<file path="src/rtl/directory_home_controller_pkg.sv">
// directory_pkg: shared encodings for the directory home controller and the cache FSMs
package directory_pkg;
  typedef enum logic [1:0] {
    DIR_UNCACHED  = 2'b00,
    DIR_SHARED    = 2'b10,
    DIR_EXCLUSIVE = 2'b11
  } dir_state_e;
  typedef enum logic [1:0] {
    REQ_NONE       = 2'b00,
    REQ_READ_MISS  = 2'b01,
    REQ_WRITE_MISS = 2'b10,
    REQ_INVALIDATE = 2'b11
  } req_type_e;
  localparam logic [1:0] CPU_INVALID  = 2'b01;
  localparam logic [1:0] CPU_SHARED   = 2'b10;
  localparam logic [1:0] CPU_MODIFIED = 2'b11;
  typedef enum logic [2:0] {
    S_IDLE, S_LOOKUP, S_INVAL, S_FETCH, S_WAIT_WB, S_REPLY
  } ctrl_state_e;
endpackage

</file>
<file path="src/rtl/directory_home_controller_if.sv">
// directory_home_controller_if: request, invalidate, fetch and reply signals of the home node
interface directory_home_controller_if #(
  parameter int NUM_CPUS   = 4,
  parameter int NUM_BLOCKS = 16
);
  localparam int ADDR_W = $clog2(NUM_BLOCKS);
  localparam int CPU_W  = $clog2(NUM_CPUS);
  logic                reqValid;
  logic                reqReady;
  logic [1:0]          reqType;
  logic [CPU_W-1:0]    reqCpu;
  logic [ADDR_W-1:0]   reqAddr;
  logic                invalValid;
  logic [NUM_CPUS-1:0] invalMask;
  logic                fetchValid;
  logic [CPU_W-1:0]    fetchCpu;
  logic                fetchInvalidate;
  logic                wbDone;
  logic                replyValid;
  logic                replyReady;
  logic [CPU_W-1:0]    replyCpu;
  logic [ADDR_W-1:0]   replyAddr;
  logic                replyExclusive;
  logic [ADDR_W-1:0]   addrOut;
  modport master (
    output reqValid, reqType, reqCpu, reqAddr, wbDone, replyReady,
    input  reqReady, invalValid, invalMask, fetchValid, fetchCpu, fetchInvalidate,
           replyValid, replyCpu, replyAddr, replyExclusive, addrOut
  );
  modport slave (
    input  reqValid, reqType, reqCpu, reqAddr, wbDone, replyReady,
    output reqReady, invalValid, invalMask, fetchValid, fetchCpu, fetchInvalidate,
           replyValid, replyCpu, replyAddr, replyExclusive, addrOut
  );
endinterface

</file>
<file path="src/rtl/directory_home_controller_entry_array.sv">
// directory_entry_array: per-block directory state and sharer vector, registered read, single write
module directory_entry_array #(
  parameter int NUM_CPUS   = 4,
  parameter int NUM_BLOCKS = 16,
  parameter int ADDR_W     = $clog2(NUM_BLOCKS)
) (
  input  logic                clk,
  input  logic                rst_n,
  input  logic [ADDR_W-1:0]   rd_addr_i,
  output logic [1:0]          rd_state_o,
  output logic [NUM_CPUS-1:0] rd_sharers_o,
  input  logic                we_i,
  input  logic [ADDR_W-1:0]   wr_addr_i,
  input  logic [1:0]          wr_state_i,
  input  logic [NUM_CPUS-1:0] wr_sharers_i
);
  logic [1:0]          state_q   [NUM_BLOCKS];
  logic [NUM_CPUS-1:0] sharers_q [NUM_BLOCKS];
  // storage update plus registered read; reset returns every block to UNCACHED with no sharers
  always_ff @(posedge clk or negedge rst_n) begin
    if (!rst_n) begin
      for (int i = 0; i < NUM_BLOCKS; i++) begin
        state_q[i]   <= '0;
        sharers_q[i] <= '0;
      end
      rd_state_o   <= '0;
      rd_sharers_o <= '0;
    end else begin
      rd_state_o   <= state_q[rd_addr_i];
      rd_sharers_o <= sharers_q[rd_addr_i];
      if (we_i) begin
        state_q[wr_addr_i]   <= wr_state_i;
        sharers_q[wr_addr_i] <= wr_sharers_i;
      end
    end
  end
endmodule

</file>
<file path="src/rtl/directory_home_controller.sv">
// directory_home_controller: serialising home-node directory; optional DIRECTORY_STATS_EN adds event counters
module directory_home_controller
  import directory_pkg::*;
#(
  parameter int NUM_CPUS   = 4,
  parameter int NUM_BLOCKS = 16
) (
  input logic clk,
  input logic rst_n,
  directory_home_controller_if.slave bus
`ifdef DIRECTORY_STATS_EN
  ,
  output logic [15:0] statReqCount,
  output logic [15:0] statInvalCount,
  output logic [15:0] statFetchCount
`endif
);
  localparam int ADDR_W = $clog2(NUM_BLOCKS);
  localparam int CPU_W  = $clog2(NUM_CPUS);
  ctrl_state_e         state_q, state_d;
  logic [1:0]          type_q, type_d;
  logic [CPU_W-1:0]    cpu_q, cpu_d;
  logic [ADDR_W-1:0]   addr_q, addr_d;
  dir_state_e          new_state_q, new_state_d;
  logic [NUM_CPUS-1:0] new_sh_q, new_sh_d;
  logic [NUM_CPUS-1:0] mask_q, mask_d;
  logic [CPU_W-1:0]    owner_q, owner_d;
  logic                finv_q, finv_d;
  logic                excl_q, excl_d;
  logic [1:0]          rd_state;
  logic [NUM_CPUS-1:0] rd_sh;
  logic [CPU_W-1:0]    owner_idx;
  logic [NUM_CPUS-1:0] r_bit;
  logic                accept, wr_req, we;
  assign accept = bus.reqValid && state_q == S_IDLE;
  assign r_bit  = NUM_CPUS'(1) << cpu_q;
  assign wr_req = type_q != REQ_READ_MISS;
  assign we     = state_d == S_REPLY && state_q != S_REPLY;
  directory_entry_array #(.NUM_CPUS(NUM_CPUS), .NUM_BLOCKS(NUM_BLOCKS), .ADDR_W(ADDR_W)) u_arr (
    .clk          (clk),
    .rst_n        (rst_n),
    .rd_addr_i    (state_q == S_IDLE ? bus.reqAddr : addr_q),
    .rd_state_o   (rd_state),
    .rd_sharers_o (rd_sh),
    .we_i         (we),
    .wr_addr_i    (addr_q),
    .wr_state_i   (new_state_d),
    .wr_sharers_i (new_sh_d)
  );
  // an EXCLUSIVE entry has a single sharer bit; turn it into the owner's index
  always_comb begin
    owner_idx = '0;
    for (int i = 0; i < NUM_CPUS; i++) if (rd_sh[i]) owner_idx = CPU_W'(i);
  end
  // next state and the per-request working registers
  always_comb begin
    state_d     = state_q;
    type_d      = type_q;
    cpu_d       = cpu_q;
    addr_d      = addr_q;
    new_state_d = new_state_q;
    new_sh_d    = new_sh_q;
    mask_d      = mask_q;
    owner_d     = owner_q;
    finv_d      = finv_q;
    excl_d      = excl_q;
    case (state_q)
      S_IDLE: if (accept && bus.reqType != REQ_NONE) begin
        type_d  = bus.reqType;
        cpu_d   = bus.reqCpu;
        addr_d  = bus.reqAddr;
        state_d = S_LOOKUP;
      end
      S_LOOKUP: begin
        excl_d      = wr_req;
        finv_d      = wr_req;
        owner_d     = owner_idx;
        new_state_d = wr_req ? DIR_EXCLUSIVE : DIR_SHARED;
        new_sh_d    = wr_req ? r_bit : rd_sh | r_bit;
        mask_d      = rd_state == DIR_SHARED && wr_req ? rd_sh & ~r_bit : '0;
        state_d     = mask_d != '0 ? S_INVAL :
                      rd_state == DIR_EXCLUSIVE && rd_sh != r_bit ? S_FETCH : S_REPLY;
      end
      S_INVAL:   state_d = S_REPLY;
      S_FETCH:   state_d = S_WAIT_WB;
      S_WAIT_WB: state_d = bus.wbDone ? S_REPLY : S_WAIT_WB;
      S_REPLY:   state_d = bus.replyReady ? S_IDLE : S_REPLY;
      default:   state_d = S_IDLE;
    endcase
  end
  // controller state and request registers
  always_ff @(posedge clk or negedge rst_n) begin
    if (!rst_n) begin
      state_q     <= S_IDLE;
      type_q      <= '0;
      cpu_q       <= '0;
      addr_q      <= '0;
      new_state_q <= DIR_UNCACHED;
      new_sh_q    <= '0;
      mask_q      <= '0;
      owner_q     <= '0;
      finv_q      <= 1'b0;
      excl_q      <= 1'b0;
    end else begin
      state_q     <= state_d;
      type_q      <= type_d;
      cpu_q       <= cpu_d;
      addr_q      <= addr_d;
      new_state_q <= new_state_d;
      new_sh_q    <= new_sh_d;
      mask_q      <= mask_d;
      owner_q     <= owner_d;
      finv_q      <= finv_d;
      excl_q      <= excl_d;
    end
  end
  assign bus.reqReady        = state_q == S_IDLE;
  assign bus.invalValid      = state_q == S_INVAL;
  assign bus.invalMask       = state_q == S_INVAL ? mask_q : '0;
  assign bus.fetchValid      = state_q == S_FETCH;
  assign bus.fetchCpu        = owner_q;
  assign bus.fetchInvalidate = state_q == S_FETCH && finv_q;
  assign bus.replyValid      = state_q == S_REPLY;
  assign bus.replyCpu        = cpu_q;
  assign bus.replyAddr       = addr_q;
  assign bus.replyExclusive  = state_q == S_REPLY && excl_q;
  assign bus.addrOut         = addr_q;
`ifdef DIRECTORY_STATS_EN
  logic [15:0] req_cnt_q, inval_cnt_q, fetch_cnt_q;
  // saturating counts of accepted real requests, invalidate pulses and fetch pulses
  always_ff @(posedge clk or negedge rst_n) begin
    if (!rst_n) begin
      req_cnt_q   <= '0;
      inval_cnt_q <= '0;
      fetch_cnt_q <= '0;
    end else begin
      if (accept && bus.reqType != REQ_NONE && req_cnt_q != 16'hFFFF) req_cnt_q <= req_cnt_q + 16'd1;
      if (state_q == S_INVAL && inval_cnt_q != 16'hFFFF) inval_cnt_q <= inval_cnt_q + 16'd1;
      if (state_q == S_FETCH && fetch_cnt_q != 16'hFFFF) fetch_cnt_q <= fetch_cnt_q + 16'd1;
    end
  end
  assign statReqCount   = req_cnt_q;
  assign statInvalCount = inval_cnt_q;
  assign statFetchCount = fetch_cnt_q;
`endif
endmodule

</file>
<file path="src/flat_wrapper.sv">
// flat-port wrapper written by rule: the top's interface ports become plain ports
module directory_home_controller_flat import directory_pkg::*;
#(
  parameter int NUM_CPUS   = 4,
  parameter int NUM_BLOCKS = 16
)
  (clk, rst_n, bus_reqValid, bus_reqType, bus_reqCpu, bus_reqAddr, bus_wbDone, bus_replyReady, bus_reqReady, bus_invalValid, bus_invalMask, bus_fetchValid, bus_fetchCpu, bus_fetchInvalidate, bus_replyValid, bus_replyCpu, bus_replyAddr, bus_replyExclusive, bus_addrOut);
  directory_home_controller_if #(.NUM_CPUS(NUM_CPUS), .NUM_BLOCKS(NUM_BLOCKS)) bus_i ();
  input logic clk;
  input logic rst_n;
  input wire logic [$bits(bus_i.reqValid)-1:0] bus_reqValid;
  input wire logic [$bits(bus_i.reqType)-1:0] bus_reqType;
  input wire logic [$bits(bus_i.reqCpu)-1:0] bus_reqCpu;
  input wire logic [$bits(bus_i.reqAddr)-1:0] bus_reqAddr;
  input wire logic [$bits(bus_i.wbDone)-1:0] bus_wbDone;
  input wire logic [$bits(bus_i.replyReady)-1:0] bus_replyReady;
  output wire logic [$bits(bus_i.reqReady)-1:0] bus_reqReady;
  output wire logic [$bits(bus_i.invalValid)-1:0] bus_invalValid;
  output wire logic [$bits(bus_i.invalMask)-1:0] bus_invalMask;
  output wire logic [$bits(bus_i.fetchValid)-1:0] bus_fetchValid;
  output wire logic [$bits(bus_i.fetchCpu)-1:0] bus_fetchCpu;
  output wire logic [$bits(bus_i.fetchInvalidate)-1:0] bus_fetchInvalidate;
  output wire logic [$bits(bus_i.replyValid)-1:0] bus_replyValid;
  output wire logic [$bits(bus_i.replyCpu)-1:0] bus_replyCpu;
  output wire logic [$bits(bus_i.replyAddr)-1:0] bus_replyAddr;
  output wire logic [$bits(bus_i.replyExclusive)-1:0] bus_replyExclusive;
  output wire logic [$bits(bus_i.addrOut)-1:0] bus_addrOut;
  assign bus_i.reqValid = bus_reqValid;
  assign bus_i.reqType = bus_reqType;
  assign bus_i.reqCpu = bus_reqCpu;
  assign bus_i.reqAddr = bus_reqAddr;
  assign bus_i.wbDone = bus_wbDone;
  assign bus_i.replyReady = bus_replyReady;
  assign bus_reqReady = bus_i.reqReady;
  assign bus_invalValid = bus_i.invalValid;
  assign bus_invalMask = bus_i.invalMask;
  assign bus_fetchValid = bus_i.fetchValid;
  assign bus_fetchCpu = bus_i.fetchCpu;
  assign bus_fetchInvalidate = bus_i.fetchInvalidate;
  assign bus_replyValid = bus_i.replyValid;
  assign bus_replyCpu = bus_i.replyCpu;
  assign bus_replyAddr = bus_i.replyAddr;
  assign bus_replyExclusive = bus_i.replyExclusive;
  assign bus_addrOut = bus_i.addrOut;
  directory_home_controller #(.NUM_CPUS(NUM_CPUS), .NUM_BLOCKS(NUM_BLOCKS)) u_core (.clk(clk), .rst_n(rst_n), .bus(bus_i));
endmodule
</file>
<file path="config.mk">
export PLATFORM = sky130hd
export DESIGN_NAME = directory_home_controller_flat
export DESIGN_NICKNAME = d
export VERILOG_FILES = /design/src/rtl/directory_home_controller_pkg.sv /design/src/rtl/directory_home_controller_if.sv /design/src/rtl/directory_home_controller_entry_array.sv /design/src/rtl/directory_home_controller.sv /design/src/flat_wrapper.sv
export SDC_FILE = /design/constraint.sdc
export NUM_CORES = 1
export LEC_CHECK = 0
export CAP_MARGIN = 20
export CORE_MARGIN = 1
export CORE_UTILIZATION = 40
export DETAILED_ROUTE_END_ITERATION = 8
export PLACE_DENSITY = 0.63
export SYNTH_ARGS = -nofsm -noshare
export SYNTH_HDL_FRONTEND = slang
export SYNTH_SLANG_ARGS = --single-unit
</file>
<file path="constraint.sdc">
create_clock -name clk -period 3 [get_ports clk]
set_input_delay 0.45 -clock clk [delete_from_list [all_inputs] [get_ports clk]]
set_output_delay 0.45 -clock clk [all_outputs]
set_load 0.02 [all_outputs]
</file>
; ---- Word-level counts from Yosys, hierarchy flattened
; Cells that the tools add are included.
[word_totals]
ff_bits = 126
latchBits = 0
ramBits = 0
rom_bits = 0
output_inout_bits = 22
word_cells = 103
memories = 0
[classes]
add_sub_neg = 0
mul = 0
div = 0
n_lt_le_gt_ge = 3
eq_ne = 11
shift = 1
mux = 28
n_bitwise = 5
n_reduce_logical = 12
[ops]
columns = op, n
row1 = bitwise mux 64 bit, 1
row2 = bitwise mux 32 bit, 1
row3 = two-way mux 4 bit, 8
row4 = one-hot mux 3 bit (6 select lines), 1
row5 = binary-select mux 4 bit (select 4 bit), 1
row6 = demux 4 bit (select 4 bit), 1
row7 = two-way mux 2 bit, 6
row8 = two-way mux 3 bit, 4
row9 = ">= comparator 5 bit, second input constant", 2
row10 = inverter 4 -> 5 bit, 2
row11 = "equality test 3 bit, second input constant", 3
row12 = binary-select mux 2 bit (select 4 bit), 1
row13 = demux 2 bit (select 4 bit), 1
row14 = logical AND 1 bit, 8
row15 = "equality test 3 x 2 -> 1 bit, second input constant", 2
row16 = "less-than comparator 5 x 1 -> 1 bit, second input constant", 1
row17 = bitwise AND 4 bit, 1
row18 = "equality test 2 bit, second input constant", 2
row19 = inequality test 4 bit, 1
row20 = inverter 4 bit, 1
row21 = bitwise OR 4 bit, 1
row22 = nonzero test 4 bit, 1
row23 = "<< shifter 1 x 2 -> 4 bit, first input constant", 1
row24 = "equality test 3 x 1 -> 1 bit, second input constant", 1
row25 = other kinds (6), 8

; ---- Logic depth before layout (Yosys ltp)
; Gate-level depths: netlist of run 1.
[logic_depth]
ltp_word = 9
ltp_mapped = 10
mapped_depth_nobuf = 7

; ---- By module
; From an unflattened synthesis of run 1, not the netlist that was laid out.
[unflattened]
cells_unflattened = 413
hier_area_um2 = 5894.4
[modules_own_cells]
columns = module, n_inst, cells_each, area_each_um2, seq_area_each_um2
row1 = directory_entry_array, 1, 286, 4544.4, 2552.4
row2 = directory_home_controller, 1, 127, 1350.0, 600.6

; ---- Worst setup path before layout of run 1
; OpenSTA, ideal clock, no wires.
[synth_path]
path_type = register to register
start = reg u_core.cpu_q[1], in the netlist u_core.bus.replyCpu[1]
end = reg u_core.u_arr.sharers_q[33] (netlist name)
setup_time_ns = 0.125
t_arrival_ns = 2.671
path_slack_ns = 0.204
stages_incl_launch_ff = 9
cell_sequence = dfrtp_1 -> or2_2 -> ha_1 -> nor4_1 -> o32a_1 -> a311o_1 -> buf_4 -> nand4_4 -> mux2_4
[synth_between]
elab_chain_len = 9
word_cells_on_any_way = 16
[synth_rtl]
columns = element, line
row1 = start: declaration, directory_home_controller.sv:22  ; logic [CPU_W-1:0] cpu_q, cpu_d;
row2 = start signal: assignment, directory_home_controller.sv:107  ; cpu_q <= cpu_d;
row3 = << shifter 1 x 2 -> 4 bit *, directory_home_controller.sv:36  ; assign r_bit = NUM_CPUS'(1) << cpu_q;
row4 = inverter 4 bit, directory_home_controller.sv:80  ; mask_d = rd_state == DIR_SHARED && wr_req ? rd_sh & ~r_bit : '0;
row5 = bitwise AND 4 bit, directory_home_controller.sv:80
row6 = two-way mux 4 bit, directory_home_controller.sv:80
row7 = nonzero test 4 bit, directory_home_controller.sv:81  ; state_d = mask_d != '0 ? S_INVAL :
row8 = two-way mux 3 bit, directory_home_controller.sv:81
row9 = one-hot mux 3 bit (6 select lines), directory_home_controller.sv:67  ; case (state_q)
row10 = equality test 3 bit, directory_home_controller.sv:38  ; assign we = state_d == S_REPLY && state_q != S_REPLY;
row11 = logical AND 1 bit, directory_home_controller.sv:38
row12 = end signal: indexed assignment, directory_home_controller_entry_array.sv:33  ; sharers_q[wr_addr_i] <= wr_sharers_i;
row13 = end: declaration, directory_home_controller_entry_array.sv:18  ; logic [NUM_CPUS-1:0] sharers_q [NUM_BLOCKS];
; Mark *: on every way between the ends. The rest lies on a longest branch, timed or not.
; A chain may end at the register's enable or synchronous reset.

; ---- Final worst setup path of run 1
[layout_path]
start = reg u_core.state_q[0]
end = reg u_core.u_arr.rd_state_o[0]
[layout_between]
elab_chain_len = 6
[layout_rtl]
columns = element, line
row1 = start: declaration, directory_home_controller.sv:20  ; ctrl_state_e state_q, state_d;
row2 = start signal: assignment, directory_home_controller.sv:105  ; state_q <= state_d;
row3 = logical NOT 3 bit, directory_home_controller.sv:42  ; .rd_addr_i (state_q == S_IDLE ? bus.reqAddr : addr_q),
row4 = two-way mux 4 bit, directory_home_controller.sv:42
row5 = inverter 4 -> 5 bit (not written as such), directory_home_controller_entry_array.sv:29  ; rd_state_o <= state_q[rd_addr_i];
row6 = binary-select mux 2 bit (select 4 bit), directory_home_controller_entry_array.sv:29
row7 = two-way mux 2 bit (not written as such) (2 in a row), directory_home_controller_entry_array.sv:29
row8 = end signal: assignment, directory_home_controller_entry_array.sv:29
row9 = end: declaration, directory_home_controller_entry_array.sv:10  ; output logic [1:0] rd_state_o,
; Every way passes these cells. The select of a mux whose other input is x is not followed.

==> impl_metrics.csv, run 1 <==
group,metric,value,unit
run_status,status,"finished, final reports clean",
routing,via_count,4360,
power_and_ir_drop,power_switching,3290,uW
synthesis,synth_area_per_cell,12.5,sq um
grt,antenna_found_initial,0,
layout,area_growth,19.5,%
routing,drtIter0Drc,265,
power_and_ir_drop,combPwrFrac,43.3,%
synthesis,synth.net_count,528,
layout,fin_area,7570,sq um
setup_path,reg2reg_slack,90,ps
sta,setup_violations,0,
routing,drt-pass1-iter-count,5,
sta,min_period,2910,ps
power_and_ir_drop,p_int,5050,uW
setup_path,crit_path_start_kind,"flop",
setup_path,crit_fanout,18,
power_and_ir_drop,max-vdd-ir-drop,0.547,mV
sta,hold_slack,57.7,ps
synthesis,yosysUniqueCellTypes,45,
grt,grt_max_degree,52,
grt,gr-total-overflow,0,
clocking,cts_root_buffer,"clkbuf_16",
synthesis,yosys.area.top_type,"dfrtp_1",
clocking,cts_tree,"done",
placement,dpl.hpwl,10.6,mm
layout,nets,576,
clocking,cts_hold_buf,0,
synthesis,synthCells,507,
clocking,clk_pin_slew,60,ps
die,core-area,15300,sq um
sta,setup_tns,0,ps
synthesis,netlist_area,6340,sq um
sta,fmax,344,MHz
job,drv_cap,0,
setup_path,r2r_end,"u_core.u_arr.rd_state_o[0]",
placement,place_ws,-248,ps
die,chipWidth,128,um
routing,detail-route-antenna-nets,0,
sta,tightest_slew,875,ps
die,pin_count,35,
synthesis,synth_top_area_share,49.7,%
layout,drive_gt1_share,33.3,%
setup_path,reg2reg_depth,7,
sta,hold_viol,0,
setup_path,slowest_stage,"a2111oi_1",
grt,grt_pass1_wl,25.2,mm
sta,slew_headroom,41.5,%
clocking,clock_sinks,126,
sta,fin_crit_sh,97.0,%
power_and_ir_drop,power_density,1100,nW/um^2
die,num_rows,45,
grt,grt_pass1_vias,4494,
sta,finalClockSkew,11.5,ps
setup_path,rr_startpoint,"u_core.state_q[0]",
setup_path,required,3290,ps
setup_path,endpoint_kind,"flop",
die,die_h,128,um
synthesis,synth_area_leaders,"dfrtp_1 50%, mux2_2 18%, mux2i_1 4.6%, nand4_4 3.0%, a211oi_1 2.1%",
routing,routed_wl,15.7,mm
setup_path,crit_type,"reg -> reg",
placement,port_buffers,34,
synthesis,synth_seq_cells,126,
setup_path,path_cells,"buf_4, or4b_1, buf_4, nand3_1, a211oi_1, a2111oi_1, or3b_1",
power_and_ir_drop,p_clk_share,22.8,%
synthesis,yosysWarningCount,0,
die,start_util,41.4,%
sta,drv_slew,0,
placement,gp_congestion,0.841,
synthesis,ys_seq_area_share,49.7,%
synthesis,synth_top_flop_cell,"dfrtp_1",
setup_path,arrival,3200,ps
clocking,clock_latency,430,ps
clocking,clockBufferDepth,2,
die,die_area,16400,sq um
power_and_ir_drop,sw_frac_of_total,39.5,%
setup_path,cpMostUsedCell,"buf_4",
synthesis,synth-async-reset-ratio,100,%
worst_hold_path,hp-class,"in -> async",
routing,wire_per_inst,20.1,um
synthesis,synth_edf_count,0,
routing,drc_errors,0,
power_and_ir_drop,p_leak,0.00344,uW
clocking,cts_htree_levels,4,
clocking,cts-buffers-inserted,17,
sta,finalWorstSetupSlack,90.2,ps
placement,placed_cell_area,6980,sq um
power_and_ir_drop,seqPwrFrac,33.9,%
setup_path,max_stage_delay,640,ps
routing,vias_per_cell,5.60,
grt,gr-usage-all-layers,20.7,%
layout,diodes,0,
per-stage QoR:
stage / utilization, % / power, uW / cells
after floorplan: - / 5180 / 507
after global placement: 45.6 / 6300 / 744
after detailed placement: 45.6 / 6400 / 744
after CTS: 49.2 / 8340 / 776
after global routing: 49.5 / 8780 / 779
final: 49.5 / 8340 / 779
critical path, delay by kind of cell, from the launching register on:
kind / cells / cell delay (ps)
and+or+nand+nor: 3 / 1080
DFF: 1 / 510
AOI/OAI and AO/OA: 2 / 720
buffers and inverters: 2 / 450
worst max path at each step:
stage | start | to | cells after the start
final | u_core.state_q[0] | u_core.u_arr.rd_state_o[0] | 7
after global routing | u_core.bus.replyCpu[1] | u_core.u_arr.state_q[28] | 8
after CTS | u_core.state_q[0] | u_core.u_arr.rd_sharers_o[1] | 6
after detailed placement | bus_reqAddr[0] | u_core.u_arr.rd_sharers_o[3] | 7
after global placement | bus_reqAddr[0] | u_core.u_arr.rd_sharers_o[3] | 7
after floorplan | u_core.bus.replyCpu[1] | u_core.u_arr.sharers_q[33] | 8
placed cells by master (no fill, tap or decap), types with 6 or more instances in the layout:
master and count:
a211oi_1 18, a21oi_1 7, buf_4 26, clkbuf_16 17
clkdlybuf4s50_1 33, clkinvlp_4 6, dfrtp_1 126, ha_1 8
inv_1 6, mux2_2 101, mux2_4 8, mux2i_1 29
nand2_1 19, nand2b_1 7, nand3_1 22, nand4_1 6
nand4_4 9, nor2_1 20, nor2b_1 8, o21ai_0 21
o22ai_1 8
what timing repair did:
| item | in CTS | in global routing |
|---|---|---|
| gates resized for setup | 5 | 3 |
| cloned | 0 | 0 |
| setup endpoints to repair | 4 | 41 |
| pin swaps | 0 | 4 |
| buffers inserted | 0 | 3 |
power groups by stage:
stage               registers [uW]  clock network, uW  logic, uW
floorplan                     2740                  0       2440
global placement              2800                  0       3490
detailed placement            2840                  0       3560
CTS                           2820               1930       3590
global route                  2900               2010       3870
finish                        2830               1900       3610
registers in the layout (all words and copies together) (netlist names), 3 cells and up:
register / cells
u_core.mask_q: 4
u_core.u_arr.state_q: 32
u_core.u_arr.rd_sharers_o: 4
u_core.bus.addrOut: 4
u_core.state_q: 3
u_core.new_sh_q: 4
u_core.u_arr.sharers_q: 64
synth_stat cells, types with 2 or more instances:
master       n
o32a_1       3
o22a_1       2
nand3_1     22
a21oi_1      7
nand4_1      6
clkbuf_1    14
ha_1         8
inv_1        6
nand4_4      9
dfrtp_1    126
or4b_1       2
buf_4        7
a2111oi_0    6
a31oi_1      2
nor2b_1      8
buf_6        3
nand2_1     19
nor2_1      20
and3_1       5
mux2_2     101
buf_2        8
or2_2        3
nand2b_1     7
nor3_1       2
and2_1       5
mux2i_1     29
a22o_1       4
o22ai_1      8
o21ai_0     21
a211oi_1    18
nor4_1       2
mux2_4       8
or3b_1       4
cells by family after synthesis:
logic type,Yosys count,share of synthesized area [%]
muxes,138,24.4
DFF,126,49.7
and+or+nand+nor,119,12.5
AOI/OAI and AO/OA,77,8.33
buffers and inverters,39,3.41
adders and majority gates,8,1.58
final cells by class:
type | instances | area [sq um]
inverter | 6 | 22.5
multi-input combinational | 342 | 3000
clock inverter | 14 | 121
sequential | 126 | 3150
tap | 211 | 264
clock buffer | 18 | 429
fill | 1373 | 7740
timing repair buffer | 62 | 586
routing by layer:
layer  track usage [%]  wire length [um]  vias to the layer above  share of wire (%)
met3              5.47               603                       27                3.8
met2              32.1              7360                      106                 47
met5                 0                 0                        -                  0
met4              7.68               364                        0                2.3
met1              27.8              7340                     2254                 47
li1                  -                 -                     1973                  -
(Power assumes the default switching activity.)
==> run 2, diff against run 1 <==
--- a/config.mk
+++ b/config.mk
@@ -13,3 +13,4 @@
 export SYNTH_ARGS = -nofsm -noshare
 export SYNTH_HDL_FRONTEND = slang
 export SYNTH_SLANG_ARGS = --single-unit
+export TNS_END_PERCENT = 100
==> results of run 2 <==
Same layout as run 1: the final DEF is identical, and so are final timing and power.
==> run 3, diff against run 2 <==
--- a/config.mk
+++ b/config.mk
@@ -5,6 +5,7 @@
 export SDC_FILE = /design/constraint.sdc
 export NUM_CORES = 1
 export LEC_CHECK = 0
+export ABC_AREA = 0
 export CAP_MARGIN = 20
 export CORE_MARGIN = 1
 export CORE_UTILIZATION = 40
@@ -13,4 +14,3 @@
 export SYNTH_ARGS = -nofsm -noshare
 export SYNTH_HDL_FRONTEND = slang
 export SYNTH_SLANG_ARGS = --single-unit
-export TNS_END_PERCENT = 100
==> results of run 3 <==
Same layout as run 1: the final DEF is identical, and so are final timing and power.
